===== src/rtl/vector_store_if.sv =====
// Handshake and memory-write bundle for the vector store unit.
// master: the requester / memory side; slave: the store unit itself.
interface vector_store_if #(
    parameter int WIDTH_V    = 128,
    parameter int BITS_INDEX = 8,
    parameter int ADDR_W     = 32
) ();
    logic                  start;
    logic [WIDTH_V-1:0]    vec_in;
    logic [ADDR_W-1:0]     base_addr;
    logic                  mem_ready;
    logic                  mem_we;
    logic [ADDR_W-1:0]     mem_addr;
    logic [BITS_INDEX-1:0] mem_wdata;
    logic                  busy;
    logic                  done;

    modport master (
        output start, vec_in, base_addr, mem_ready,
        input  mem_we, mem_addr, mem_wdata, busy, done
    );

    modport slave (
        input  start, vec_in, base_addr, mem_ready,
        output mem_we, mem_addr, mem_wdata, busy, done
    );
endinterface


===== src/rtl/vector_store_unit.sv =====
// Vector store unit: latches a packed vector and a base byte address on
// start, then writes the elements one per accepted cycle to consecutive
// byte addresses (element 0 first, MSB-aligned), stalling on mem_ready.
// A one-cycle done pulse follows the last accepted write.
module vector_store_unit #(
    parameter int WIDTH_V    = 128,
    parameter int BITS_INDEX = 8,
    parameter int ADDR_W     = 32
) (
    input  logic            clk,
    input  logic            rst_n,
    vector_store_if.slave   bus
);
    localparam int NUM_ELEMENTS = WIDTH_V / BITS_INDEX;
    localparam int IDX_W        = (NUM_ELEMENTS > 1) ? $clog2(NUM_ELEMENTS) : 1;
    localparam logic [IDX_W-1:0] LAST_IDX = IDX_W'(NUM_ELEMENTS - 1);

    typedef enum logic [1:0] {
        IDLE  = 2'd0,
        WRITE = 2'd1,
        DONE  = 2'd2
    } state_t;

    state_t                state_r;
    logic [IDX_W-1:0]      idx_r;
    logic [WIDTH_V-1:0]    vec_r;
    logic [ADDR_W-1:0]     base_r;
    logic                  mem_we_r;
    logic [ADDR_W-1:0]     mem_addr_r;
    logic [BITS_INDEX-1:0] mem_wdata_r;
    logic                  busy_r;
    logic                  done_r;
    logic [IDX_W-1:0]      next_idx_s;

    // Element k sits k slots below the top of the packed vector.
    function automatic logic [BITS_INDEX-1:0] element_at(
        input logic [WIDTH_V-1:0] vec,
        input logic [IDX_W-1:0]   k
    );
        logic [WIDTH_V-1:0] shifted;
        shifted = vec << (BITS_INDEX * int'(k));
        return shifted[WIDTH_V-1 -: BITS_INDEX];
    endfunction

    // Index of the element to present after the current one is accepted.
    always_comb begin
        next_idx_s = idx_r + IDX_W'(1);
    end

    // Control FSM with all outputs registered; addresses wrap naturally.
    always_ff @(posedge clk or negedge rst_n) begin
        if (!rst_n) begin
            state_r     <= IDLE;
            idx_r       <= '0;
            vec_r       <= '0;
            base_r      <= '0;
            mem_we_r    <= 1'b0;
            mem_addr_r  <= '0;
            mem_wdata_r <= '0;
            busy_r      <= 1'b0;
            done_r      <= 1'b0;
        end else begin
            case (state_r)
                IDLE: begin
                    done_r <= 1'b0;
                    if (bus.start) begin
                        state_r     <= WRITE;
                        vec_r       <= bus.vec_in;
                        base_r      <= bus.base_addr;
                        idx_r       <= '0;
                        mem_we_r    <= 1'b1;
                        mem_addr_r  <= bus.base_addr;
                        mem_wdata_r <= element_at(bus.vec_in, '0);
                        busy_r      <= 1'b1;
                    end else begin
                        mem_we_r    <= 1'b0;
                        mem_addr_r  <= '0;
                        mem_wdata_r <= '0;
                        busy_r      <= 1'b0;
                    end
                end
                WRITE: begin
                    if (bus.mem_ready) begin
                        if (idx_r == LAST_IDX) begin
                            state_r     <= DONE;
                            mem_we_r    <= 1'b0;
                            mem_addr_r  <= '0;
                            mem_wdata_r <= '0;
                            done_r      <= 1'b1;
                        end else begin
                            idx_r       <= next_idx_s;
                            mem_addr_r  <= base_r + ADDR_W'(next_idx_s);
                            mem_wdata_r <= element_at(vec_r, next_idx_s);
                        end
                    end else begin
                        // Stall: current write stays on the bus unchanged.
                        idx_r <= idx_r;
                    end
                end
                DONE: begin
                    state_r <= IDLE;
                    done_r  <= 1'b0;
                    busy_r  <= 1'b0;
                    idx_r   <= '0;
                end
                default: begin
                    state_r     <= IDLE;
                    idx_r       <= '0;
                    mem_we_r    <= 1'b0;
                    mem_addr_r  <= '0;
                    mem_wdata_r <= '0;
                    busy_r      <= 1'b0;
                    done_r      <= 1'b0;
                end
            endcase
        end
    end

    assign bus.mem_we    = mem_we_r;
    assign bus.mem_addr  = mem_addr_r;
    assign bus.mem_wdata = mem_wdata_r;
    assign bus.busy      = busy_r;
    assign bus.done      = done_r;
endmodule

===== src/flat_wrapper.sv =====
// flat-port wrapper written by rule: the top's interface ports become plain ports
module vector_store_unit_flat 
#(
    parameter int WIDTH_V    = 128,
    parameter int BITS_INDEX = 8,
    parameter int ADDR_W     = 32
)
  (clk, rst_n, bus_start, bus_vec_in, bus_base_addr, bus_mem_ready, bus_mem_we, bus_mem_addr, bus_mem_wdata, bus_busy, bus_done);
  vector_store_if #(.WIDTH_V(WIDTH_V), .BITS_INDEX(BITS_INDEX), .ADDR_W(ADDR_W)) bus_i ();
  input  logic clk;
  input  logic rst_n;
  input wire logic [$bits(bus_i.start)-1:0] bus_start;
  input wire logic [$bits(bus_i.vec_in)-1:0] bus_vec_in;
  input wire logic [$bits(bus_i.base_addr)-1:0] bus_base_addr;
  input wire logic [$bits(bus_i.mem_ready)-1:0] bus_mem_ready;
  output wire logic [$bits(bus_i.mem_we)-1:0] bus_mem_we;
  output wire logic [$bits(bus_i.mem_addr)-1:0] bus_mem_addr;
  output wire logic [$bits(bus_i.mem_wdata)-1:0] bus_mem_wdata;
  output wire logic [$bits(bus_i.busy)-1:0] bus_busy;
  output wire logic [$bits(bus_i.done)-1:0] bus_done;
  assign bus_i.start = bus_start;
  assign bus_i.vec_in = bus_vec_in;
  assign bus_i.base_addr = bus_base_addr;
  assign bus_i.mem_ready = bus_mem_ready;
  assign bus_mem_we = bus_i.mem_we;
  assign bus_mem_addr = bus_i.mem_addr;
  assign bus_mem_wdata = bus_i.mem_wdata;
  assign bus_busy = bus_i.busy;
  assign bus_done = bus_i.done;
  vector_store_unit #(.WIDTH_V(WIDTH_V), .BITS_INDEX(BITS_INDEX), .ADDR_W(ADDR_W)) u_core (.clk(clk), .rst_n(rst_n), .bus(bus_i));
endmodule

===== config.mk =====
export PLATFORM = sky130hd
export DESIGN_NAME = vector_store_unit_flat
export DESIGN_NICKNAME = d
export VERILOG_FILES = /design/src/rtl/vector_store_if.sv /design/src/rtl/vector_store_unit.sv /design/src/flat_wrapper.sv
export SDC_FILE = /design/constraint.sdc
export NUM_CORES = 1
export LEC_CHECK = 0
export ABC_AREA = 1
export CAP_MARGIN = 20
export CELL_PAD_IN_SITES_DETAIL_PLACEMENT = 0
export CELL_PAD_IN_SITES_GLOBAL_PLACEMENT = 2
export CORE_MARGIN = 1.5
export CORE_UTILIZATION = 27
export DETAILED_ROUTE_END_ITERATION = 16
export GPL_TIMING_DRIVEN = 0
export PLACE_DENSITY_LB_ADDON = 0.1
export SLEW_MARGIN = 20
export SYNTH_ARGS = -nofsm -noshare
export SYNTH_HDL_FRONTEND = slang
export SYNTH_SLANG_ARGS = --single-unit

===== constraint.sdc =====
create_clock -name clk -period 2.3 [get_ports clk]
set_input_delay 0.69 -clock clk [delete_from_list [all_inputs] [get_ports clk]]
set_output_delay 0.69 -clock clk [all_outputs]
set_load 0.03 [all_outputs]

## Word-level counts from Yosys, hierarchy flattened

Cells that the tools add are included.

| storage, ports and cells | value |
|---|---|
| input bits | 164 |
| bits in registers | 209 |

| operators by class | value |
|---|---|
| reduce and logical (&&, ||, !) cells | 7 |
| multiplexer cells | 24 |
| equal/unequal tests | 7 |
| bitwise logic cells | 1 |
| shift-type cells | 1 |
| add/sub/neg operators | 2 |

Operator list:

| operator | number |
|---|---|
| << shifter 128 x 7 -> 128 bit | 1 |
| two-way mux 32 bit | 3 |
| case mux 32 bit (3 select lines) | 1 |
| adder 32 x 4 -> 32 bit | 1 |
| two-way mux 8 bit | 3 |
| case mux 8 bit (3 select lines) | 1 |
| two-way mux 4 bit | 3 |
| AND reduction 3 bit | 3 |
| case mux 4 bit (2 select lines) | 1 |
| two-way mux 1 bit | 6 |
| two-way mux 2 bit | 3 |
| inequality test 2 bit (second input constant) | 3 |
| AND reduction 2 bit | 3 |
| adder 4 x 1 -> 4 bit (second input constant) | 1 |
| equality test 4 bit (second input constant) | 1 |
| case mux 2 bit (2 select lines) | 1 |
| case mux 1 bit (3 select lines) | 1 |
| equality test 2 x 1 -> 1 bit (second input constant) | 1 |
| equality test 2 bit (second input constant) | 1 |
| logical NOT 2 bit | 1 |
| inequality test 2 x 1 -> 1 bit (second input constant) | 1 |
| case mux 1 bit (2 select lines) | 1 |
| inverter 1 bit | 1 |

## Longest topological paths before layout

Gate-level depths: netlist of the first run.

| logic depth | value |
|---|---|
| depth after elaboration | 5 |
| mapped depth | 17 |
| mapped depth without buffers | 15 |

## Worst setup path before layout of the first run

No wires, ideal clock.

| path | value |
|---|---|
| path type | register to register |
| start point | reg u_core.idx_r[0] |
| end point | reg u_core.mem_addr_r[30], in the netlist u_core.bus.mem_addr[30] |
| stages on the path, launching flop included | 17 |
| clock period less this slack | 2.272 ns |
| required time | 2.183 ns |
| path slack | 0.028 ns |
| setup time | 0.117 ns |
| buffers on the path | 3 |
| arrival | 2.155 ns |
| path through | dfrtp_1 -> buf_2 -> buf_2 -> clkbuf_1 -> inv_1 -> ha_1 -> fa_1 -> inv_1 -> o21ai_1 -> nand2_1 -> nor2_1 -> nand2_1 -> nand2_1 -> nand3_1 -> nand2_1 -> nand2_1 -> nand2_1 |

| on the way | value |
|---|---|
| cells in the longest elaborated chain, start to end | 5 |

RTL lines:

| item | line | source |
|---|---|---|
| start: declaration | vector_store_unit.sv:25 | `logic [IDX_W-1:0] idx_r;` |
| start signal: assignment | vector_store_unit.sv:91 | `idx_r <= next_idx_s;` |
| start signal: assignment | vector_store_unit.sv:97 | `idx_r <= idx_r;` |
| adder 4 x 1 -> 4 bit | vector_store_unit.sv:47 | `next_idx_s = idx_r + IDX_W'(1);` |
| adder 32 x 4 -> 32 bit | vector_store_unit.sv:92 | `mem_addr_r <= base_r + ADDR_W'(next_idx_s);` |
| two-way mux 32 bit * | vector_store_unit.sv:84 | `if (idx_r == LAST_IDX) begin` |
| two-way mux 32 bit * | vector_store_unit.sv:83 | `if (bus.mem_ready) begin` |
| case mux 32 bit (3 select lines) * | vector_store_unit.sv:63 | `case (state_r)` |
| end signal: assignment | vector_store_unit.sv:72 | `mem_addr_r <= bus.base_addr;` |
| end signal: assignment | vector_store_unit.sv:92 |  |
| end: declaration | vector_store_unit.sv:29 | `logic [ADDR_W-1:0] mem_addr_r;` |

Mark *: on every way between the ends. The rest lies on a longest branch, timed or not. The select of a mux whose other input is x is not followed.
A chain may end at the register's enable or synchronous reset.

## Worst setup path in the final report of the first run

| path | value |
|---|---|
| start point | reg u_core.idx_r[0] |
| end point | reg u_core.mem_addr_r[24], in the netlist u_core.bus.mem_addr[24] |

Same word-level chain as after synthesis.

==> results of run 1 <==
==> stage by stage <==
step	setup slack (ps)	utilization	TNS, ps	hold WS (ps)	instances
global placement	-9260	0.346	-2083660	458	2102
global route	-93.2	0.389	-818	203	2169
detailed placement	-1010	0.349	-150450	460	2105
CTS	-42.5	0.380	-69.5	184	2160
finish	32.7	0.389	0	181	2169
floorplan	28.1	-	0	394	1385
==> critical path, cell delays in order, from the launching register on <==
cell and delay (ps):
dfrtp_1 430, buf_6 160, buf_8 120, clkbuf_16 150, clkinv_8 40, ha_4 120, fa_2 240, inv_4 60
nor2_4 100, nor2_2 60, nor2_4 250, nand4_1 130, nand3_1 100, nand2_1 80, nand2_1 60, nand2_1 50
==> power by group through the flow <==
stage | Combinational (W) | Clock, W | Sequential (W)
final | 0.0103 | 0.00432 | 0.00655
after global routing | 0.0115 | 0.00454 | 0.00677
after CTS | 0.00986 | 0.00440 | 0.00653
after detailed placement | 0.00942 | 0 | 0.00655
after global placement | 0.00937 | 0 | 0.00657
after floorplan | 0.00517 | 0 | 0.00699
==> routing by layer <==
layer	wire length, um	up-vias	part of all wire	GRT usage
met5	13	-	0.00032	0
met4	802	2	0.020	0.0435
met3	1900	47	0.047	0.0294
met2	17600	231	0.43	0.321
met1	20400	4687	0.50	0.310
li1	-	4917	-	-
==> synth_stat cells, types with 2 or more instances <==
library cell and instances:
buf_6 3, inv_1 117, nor3_1 5, a21oi_1 44, nand2_1 586, inv_2 6, clkbuf_1 35, buf_4 4
nor2_2 3, buf_2 26, nor2_1 46, ha_1 5, buf_1 2, nand4_1 6, dfrtp_1 209, o211ai_1 32
nand3b_1 3, o21ai_0 149, o21ai_1 7, nand3_2 10, o22ai_1 3, nand3_1 75
==> sequential cells by signal (all words and copies together) (netlist names) <==
signal,flops
u_core.bus.mem_addr,32
u_core.vec_r,128
u_core.idx_r,4
u_core.base_r,32
u_core.state_r,2
u_core.bus.mem_wdata,8
u_core.bus.mem_we,1
u_core.bus.busy,1
u_core.bus.done,1
==> kinds of logic (layout without fill, tap and decap cells) <==
family,count (synthesis),after routing,share of synthesized area
compound gates,237,237,0.123
xor+xnor,2,2,0.00349
fa+ha+maj,6,6,0.00794
buf+inv,195,468,0.0784
flops,209,209,0.503
simple gates,736,736,0.285
==> cell usage in the layout, fill, tap and decap left out, drive strengths merged <==
cell and n:
o211ai 32, nand2 587, clkinvlp 1, a32oi 1
dlymetal6s2s 12, dfrtp 209, fa 1, a21oi 44
clkbuf 74, nand3b 3, bufinv 3, nand3 85
inv 123, and2 1, dlygate4sd2 15, buf 58
clkdlybuf4s50 178, o21ai 156, nor2 49, o22ai 3
nor3 5, ha 5, o21bai 1, xor2 2
nand4 6, clkinv 4
==> layout make-up <==
| cell class | instances | area (um2) |
|---|---|---|
| Multi-Input combinational cell | 981 | 4750 |
| Buffer | 70 | 429 |
| Timing Repair Buffer | 228 | 2300 |
| Sequential cell | 209 | 5230 |
| Tap cell | 511 | 639 |
| Fill cell | 4072 | 23100 |
| Inverter | 124 | 490 |
| Clock inverter | 7 | 113 |
| Clock buffer | 39 | 781 |
==> worst min-delay path by stage <==
stage	from	to	slack (ps)	cells after the start
after floorplan	rst_n	u_core.base_r[0]	390	0
after global placement	u_core.vec_r[21]	u_core.vec_r[21]	460	2
after detailed placement	u_core.vec_r[81]	u_core.vec_r[81]	460	2
after CTS	rst_n	u_core.vec_r[15]	180	2
after global routing	rst_n	u_core.vec_r[15]	200	2
final	rst_n	u_core.vec_r[9]	180	2
==> timing repair <==
item	in CTS	in global routing
buffers inserted	9	10
pin swaps	12	33
cloned	0	0
endpoints found under the hold margin	0	0
gates resized for setup	94	92
endpoints found under the setup margin	193	96
==> results.toml, run 1 <==
[place]
dp_hpwl_um = 30900
numPortBuffers = 206
place_area_um2 = 13200
place.gp.congestion = 0.831

[grt]
antenna_found_initial = 1
first_global_vias = 10228
grt_usage = 0.209
grt_max_degree = 90
globalRoute.totalOverflow = 0
grt_first_pass_wirelength_um = 61900

[synth]
yosys_warns = 0
dominantRegCellSynth = "dfrtp_1"
synth.distinct_cells = 31
count_of_flip_flops_with_a_built_in_enable_after_synthesis = 0
synth_async_sr_flop_share = 1.00
ys_seq_area_frac = 0.503
synth.avg_cell_area_um2 = 7.51
yosys_top_cell_area_share = 0.503
synth.cell_area_um2 = 10400
synthesis.nets = 1555
synthesis.instances = 1385
synth.ff_latch_count = 209
netlist_top_cells_area = "dfrtp_1 (50%), nand2_1 (21%), o21ai_0 (7.2%), inv_1 (4.2%), nand3_1 (3.6%)"
yosys.area.top_type = "dfrtp_1"

[pwr]
powerDensity_nw_per_um2 = 1430
power_switching_w = 0.00919
vdd.ir_drop.worst_mv = 0.598
share_seq_of_total_power = 0.310
power_frac_clock = 0.204
p_leak_nw = 7.24
combinationalPowerShare = 0.486
cellInternalPower_w = 0.0119
post_layout_total_power_w = 0.0211
swShare = 0.435

[cells_and_area]
post-route-cell-area_um2 = 14700
antenna_cells = 0
ratio_of_cells_with_drive_above_1_in_the_final_layout = 0.122
syn2layout_area_growth_pct = 41.6
layout.nets = 1810

[timing]
slew_headroom = 0.533
worstMarginPinSlew_ps = 701
fin_worst_skew_ps = 15.7
timing_hold_violations_final = 0
timing.fmax_ghz = 0.441
unrepaired_setup_endpoints_after_global_routing = "true"
final_min_period_over_clock_period = 0.986
setup_viol = 0
period_needed_ps = 2270
slew_violations = 0

[detailed_routing]
vias = 9884
drtAntennaViolNets = 0
initialDrtViolationCount = 510
post_drt_wl_per_cell_um = 18.8
drc = 0
drt_wl_total_um = 40700
mean_number_of_vias_per_cell = 4.56
total_iterations_of_the_first_detailed_routing_run = 7

[floorplanning]
fp.dieArea_um2 = 39700
floorplan.rows = 71
die_width_um = 199
initial_core_utilization = 0.275
dieHeight_um = 199
top_ports = 207
fp.coreArea_um2 = 37800

[critical_path]
timing.critical_path.from = "u_core.idx_r[0]"
worst_ep_required_ps = 2730
rr_worst_depth = 15
worstReg2RegStart = "u_core.idx_r[0]"
endpoint_class_of_the_critical_path = "flip-flop"
reg_to_reg_slack_setup_ps = 30
timing.critical_path.from_type = "flip-flop"
timing.rr.end = "u_core.bus.mem_addr[24]"
cp_data_arrival_time_ps = 2700
maximum_fanout_count_along_the_critical_path = 8
cp-endpoint = "u_core.bus.mem_addr[24]"
setup.worst_path.class = "flip-flop to flip-flop"

[clock_network]
clkSinkCount = 209
clk_transition_reported_paths_ps = 60
later_pin_clock_latency_in_the_skew_report_ps = 540
clock_tree.root_cell = "clkbuf_16"
cts-htree-levels = 1
cts_max_path_buffers = 3
cts.hold.buffers_added = 0
tritoncts = "yes"
cts_inserted_buffers = 26

[worst_hold_path]
hold_path_class = "input pin to async pin"

[status]
run_status = "completed"

[run]
drv_cap = 0
(Power assumes the default switching activity.)
==> run 2, diff against run 1 <==
--- a/config.mk
+++ b/config.mk
@@ -9,7 +9,7 @@
 export CAP_MARGIN = 20
 export CELL_PAD_IN_SITES_DETAIL_PLACEMENT = 0
 export CELL_PAD_IN_SITES_GLOBAL_PLACEMENT = 2
-export CORE_MARGIN = 1.5
+export CORE_MARGIN = 2
 export CORE_UTILIZATION = 27
 export DETAILED_ROUTE_END_ITERATION = 16
 export GPL_TIMING_DRIVEN = 0
==> results.toml, run 2 (synthesized netlist as in run 1, its figures left out) <==
[status]
run_status = "completed"

[critical_path]
reg_to_reg_slack_setup_ps = 50
setup.worst_path.class = "flip-flop to primary output"
slowest_cell_on_the_critical_path = "clkdlybuf4s50_1"
timing.critical_path.from_type = "flip-flop"
delay_of_the_slowest_critical_path_stage_ps = 680
timing.rr.end = "u_core.bus.mem_addr[23]"
worst_ep_required_ps = 1610
endpoint_class_of_the_critical_path = "primary output"
path_buf_inv = 1
worstPathCellList = "clkdlybuf4s50_1"
maximum_fanout_count_along_the_critical_path = 2
cpLargestDelayFamily = "buffers and inverters"
worstReg2RegStart = "u_core.idx_r[0]"
cp_data_arrival_time_ps = 1560
rr_worst_depth = 15

[floorplanning]
top_ports = 207
initial_core_utilization = 0.275
floorplan.rows = 71
fp.coreArea_um2 = 37800
dieHeight_um = 200
die_width_um = 200
fp.dieArea_um2 = 40100

[timing]
timing_hold_violations_final = 0
final.setup.tns_ps = 0
worst_hold_slack_ps = 69.4
timing.fmax_ghz = 0.444
unrepaired_setup_endpoints_after_global_routing = "true"
slew_headroom = 0.519
period_needed_ps = 2250
fin_worst_skew_ps = 9.81
worstMarginPinSlew_ps = 721
slew_violations = 0
final_min_period_over_clock_period = 0.980
setup_viol = 0
post-route-worst-setup-slack_ps = 47.1

[pwr]
powerDensity_nw_per_um2 = 1440
p_leak_nw = 7.13
vdd.ir_drop.worst_mv = 0.609

[run]
drv_cap = 0

[detailed_routing]
drt_wl_total_um = 40900
initialDrtViolationCount = 626
vias = 9940
mean_number_of_vias_per_cell = 4.58
post_drt_wl_per_cell_um = 18.9
drtAntennaViolNets = 0
drc = 0
total_iterations_of_the_first_detailed_routing_run = 5

[grt]
grt_first_pass_wirelength_um = 63300
first_global_vias = 10434
grt_max_degree = 84
grt_usage = 0.204
globalRoute.totalOverflow = 0
antenna_found_initial = 0

[clock_network]
cts-htree-levels = 1
cts_max_path_buffers = 3
clkSinkCount = 209
cts_inserted_buffers = 26
clk_transition_reported_paths_ps = 60
tritoncts = "yes"
clock_tree.root_cell = "clkbuf_16"
cts.hold.buffers_added = 0
later_pin_clock_latency_in_the_skew_report_ps = 540

[place]
dp_hpwl_um = 30800
place_area_um2 = 13200
worst_case_setup_slack_after_placement_ps = -1040
numPlacedInstances = 2104
numPortBuffers = 206
place.gp.congestion = 0.826

[cells_and_area]
post-route-cell-area_um2 = 14700
mostFrequentLayoutCell = "nand2_1"
layout.nets = 1807
largest_reg_flops = 128
layout_common_cells = "nand2_1 (561), dfrtp_1 (207), clkdlybuf4s50_1 (185)"
antenna_cells = 0
ratio_of_cells_with_drive_above_1_in_the_final_layout = 0.125
largest-register = "u_core.vec_r"
instances_no_fill = 2168
num-fill-cells = 4040
syn2layout_area_growth_pct = 41.6

[worst_hold_path]
hold_path_class = "input pin to async pin"
run 2: per-layer routing:
metal / vias up / global-route usage / part of all wire
met5: - / 0 / 0
met1: 4741 / 0.299 / 0.50
met2: 227 / 0.318 / 0.43
met3: 52 / 0.0283 / 0.041
met4: 0 / 0.0489 / 0.023
li1: 4920 / - / -
run 2: per-stage QoR:
stage,total power [W],utilization
finish,0.0212,0.389
global route,0.0229,0.389
CTS,0.0211,0.382
detailed placement,0.0160,0.348
global placement,0.0159,0.346
floorplan,0.0122,-
run 2: area by class of cell:
cell class,instances,area [um2],share of cell area
Multi-Input combinational cell,981,4760,0.323
Clock inverter,9,150,0.0102
Buffer,67,384,0.0261
Inverter,124,478,0.0324
Sequential cell,209,5230,0.355
Timing Repair Buffer,228,2280,0.155
Tap cell,511,639,0.0434
Clock buffer,39,811,0.0550
run 2: repair_timing:
item,4_1_cts,5_1_grt
setup endpoints to repair,193,94
resized for setup,93,84
buffers inserted,12,9
cloned,0,0
pin swaps,18,38
run 2: report_power, final:
group	internal (W)	leakage (nW)	switching, W
combinational	0.00373	4.15	0.00640
clock	0.00287	0.470	0.00167
sequential	0.00547	2.52	0.00108
run 2: worst max-delay path by stage:
stage / slack [ps] / end / cells after the start / startpoint
finish: 50 / bus_mem_addr[14] / 1 / u_core.bus.mem_addr[14]
CTS: -60 / u_core.bus.mem_addr[24] / 14 / u_core.idx_r[0]
global route: -80 / u_core.bus.mem_addr[23] / 15 / u_core.idx_r[0]
global placement: -9320 / u_core.bus.mem_addr[17] / 1 / rst_n
detailed placement: -1040 / u_core.vec_r[92] / 6 / bus_start
floorplan: 30 / u_core.bus.mem_addr[30] / 16 / u_core.idx_r[0]
==> run 3, diff against run 2 <==
--- a/config.mk
+++ b/config.mk
@@ -13,7 +13,7 @@
 export CORE_UTILIZATION = 27
 export DETAILED_ROUTE_END_ITERATION = 16
 export GPL_TIMING_DRIVEN = 0
-export PLACE_DENSITY_LB_ADDON = 0.1
+export PLACE_DENSITY = 0.82
 export SLEW_MARGIN = 20
 export SYNTH_ARGS = -nofsm -noshare
 export SYNTH_HDL_FRONTEND = slang
==> results.toml, run 3 (synthesized netlist as in run 1, its figures left out) <==
[critical_path]
maximum_fanout_count_along_the_critical_path = 5
worst_ep_required_ps = 2770
worstReg2RegStart = "u_core.idx_r[0]"
setup.worst_path.class = "flip-flop to flip-flop"
endpoint_class_of_the_critical_path = "flip-flop"
cp-endpoint = "u_core.bus.mem_addr[29]"
timing.critical_path.from_type = "flip-flop"
timing.critical_path.from = "u_core.idx_r[0]"
rr_worst_depth = 15
timing.rr.end = "u_core.bus.mem_addr[29]"
cp_data_arrival_time_ps = 2740
reg_to_reg_slack_setup_ps = 30

[timing]
slew_headroom = 0.572
final.setup.tns_ps = 0
fin_worst_skew_ps = 18.8
final_min_period_over_clock_period = 0.989
timing_hold_violations_final = 0
worstMarginPinSlew_ps = 643
period_needed_ps = 2270
unrepaired_setup_endpoints_after_global_routing = "true"
timing.fmax_ghz = 0.440
setup_viol = 0
worst_hold_slack_ps = 82.7
slew_violations = 0

[grt]
grt_usage = 0.186
antenna_found_initial = 1
grt_max_degree = 78
globalRoute.totalOverflow = 0
grt_first_pass_wirelength_um = 58300
first_global_vias = 10364

[cells_and_area]
largest_reg_flops = 128
ratio_of_cells_with_drive_above_1_in_the_final_layout = 0.109
largest-register = "u_core.vec_r"
layout_common_cells = "nand2_1 (571), dfrtp_1 (208), clkdlybuf4s50_1 (192)"
post-route-cell-area_um2 = 14600
syn2layout_area_growth_pct = 40.2
instances_no_fill = 2170
mostFrequentLayoutCell = "nand2_1"
antenna_cells = 0
layout.nets = 1809

[floorplanning]
dieHeight_um = 200
fp.coreArea_um2 = 37800
fp.dieArea_um2 = 40100
top_ports = 207
die_width_um = 200
floorplan.rows = 71
initial_core_utilization = 0.275

[run]
drv_cap = 0

[detailed_routing]
vias = 10052
total_iterations_of_the_first_detailed_routing_run = 5
post_drt_wl_per_cell_um = 17.5
initialDrtViolationCount = 734
drt_wl_total_um = 37900
drtAntennaViolNets = 0
drc = 0
mean_number_of_vias_per_cell = 4.63

[clock_network]
cts.hold.buffers_added = 0
cts_inserted_buffers = 26
clock_tree.root_cell = "clkbuf_16"
cts-htree-levels = 1
cts_max_path_buffers = 3
tritoncts = "yes"
later_pin_clock_latency_in_the_skew_report_ps = 540
clkSinkCount = 209
clk_transition_reported_paths_ps = 60

[place]
numPlacedInstances = 2104
numPortBuffers = 206
place.gp.congestion = 0.872
place_area_um2 = 13200
dp_hpwl_um = 28900

[pwr]
p_leak_nw = 7.12
combinationalPowerShare = 0.473
swShare = 0.423
post_layout_total_power_w = 0.0210
powerDensity_nw_per_um2 = 1440
cellInternalPower_w = 0.0121
share_seq_of_total_power = 0.311
vdd.ir_drop.worst_mv = 0.621
power_frac_clock = 0.216
power_switching_w = 0.00887

[worst_hold_path]
hold_path_class = "input pin to async pin"

[status]
run_status = "completed"
-- run 3: changes by cell type in the layout (fill, tap and decap cells not counted), sizes merged --
cell,previous run,this run
clkbuf,73,69
dlygate4sd2,16,5
buf,56,58
clkinv,3,8
dlymetal6s2s,4,8
clkdlybuf4s50,185,192
clkinvlp,2,0
bufinv,4,5
-- run 3: area by class of cell --
| type | instances | area, um2 |
|---|---|---|
| sequential | 209 | 5230 |
| inverter | 124 | 470 |
| multi-input combinational | 981 | 4610 |
| timing repair buffer | 228 | 2290 |
| buffer | 69 | 393 |
| tap | 511 | 639 |
| fill | 4037 | 23300 |
| clock inverter | 13 | 201 |
| clock buffer | 35 | 754 |
-- run 3: worst max-delay path: stages, from the launching register on --
cell and delay [ps]:
dfrtp_1 410, buf_6 150, nand3_4 100, xor2_4 190, ha_4 330, nand2_2 100
inv_2 70, nand3_2 90, nand2_4 120, buf_4 130, nand3_1 90, a21oi_1 160
nand2_1 80, nand2_2 70, nand2_1 50, nand2_1 60
-- run 3: metal layers --
metal / up-vias / wire length (um) / global-route usage
met5: - / 0 / 0
met4: 0 / 837 / 0.0437
met2: 287 / 17900 / 0.316
met1: 4812 / 17400 / 0.249
met3: 43 / 1840 / 0.0252
li1: 4910 / - / -
-- run 3: stage by stage --
| step | worst slack [ps] | utilization |
|---|---|---|
| floorplan | 28.1 | - |
| global placement | -8860 | 0.346 |
| detailed placement | -965 | 0.348 |
| CTS | -6.46 | 0.378 |
| global route | -165 | 0.386 |
| finish | 25.7 | 0.386 |
-- run 3: how the worst min path moves through the flow --
stage / from / end / cells past startpoint
final: rst_n / u_core.vec_r[52] / 1
after global routing: rst_n / u_core.vec_r[47] / 1
after CTS: rst_n / u_core.vec_r[49] / 1
after detailed placement: u_core.vec_r[54] / u_core.vec_r[54] / 2
after global placement: u_core.vec_r[80] / u_core.vec_r[80] / 2
after floorplan: rst_n / u_core.base_r[0] / 0
-- run 3: timing repair --
action / 4_1_cts / 5_1_grt
pin swaps: 7 / 19
setup endpoints to repair: 180 / 114
gates resized for setup: 50 / 68
setup buffers: 7 / 13
-- run 3: power by group through the flow --
stage                     logic (W)  clock network [W]  registers [W]
after floorplan             0.00517                  0        0.00699
final                       0.00993            0.00453        0.00652
after CTS                   0.00951            0.00462        0.00649
after detailed placement    0.00921                  0        0.00652
after global placement      0.00910                  0        0.00650
after global routing         0.0110            0.00476        0.00673
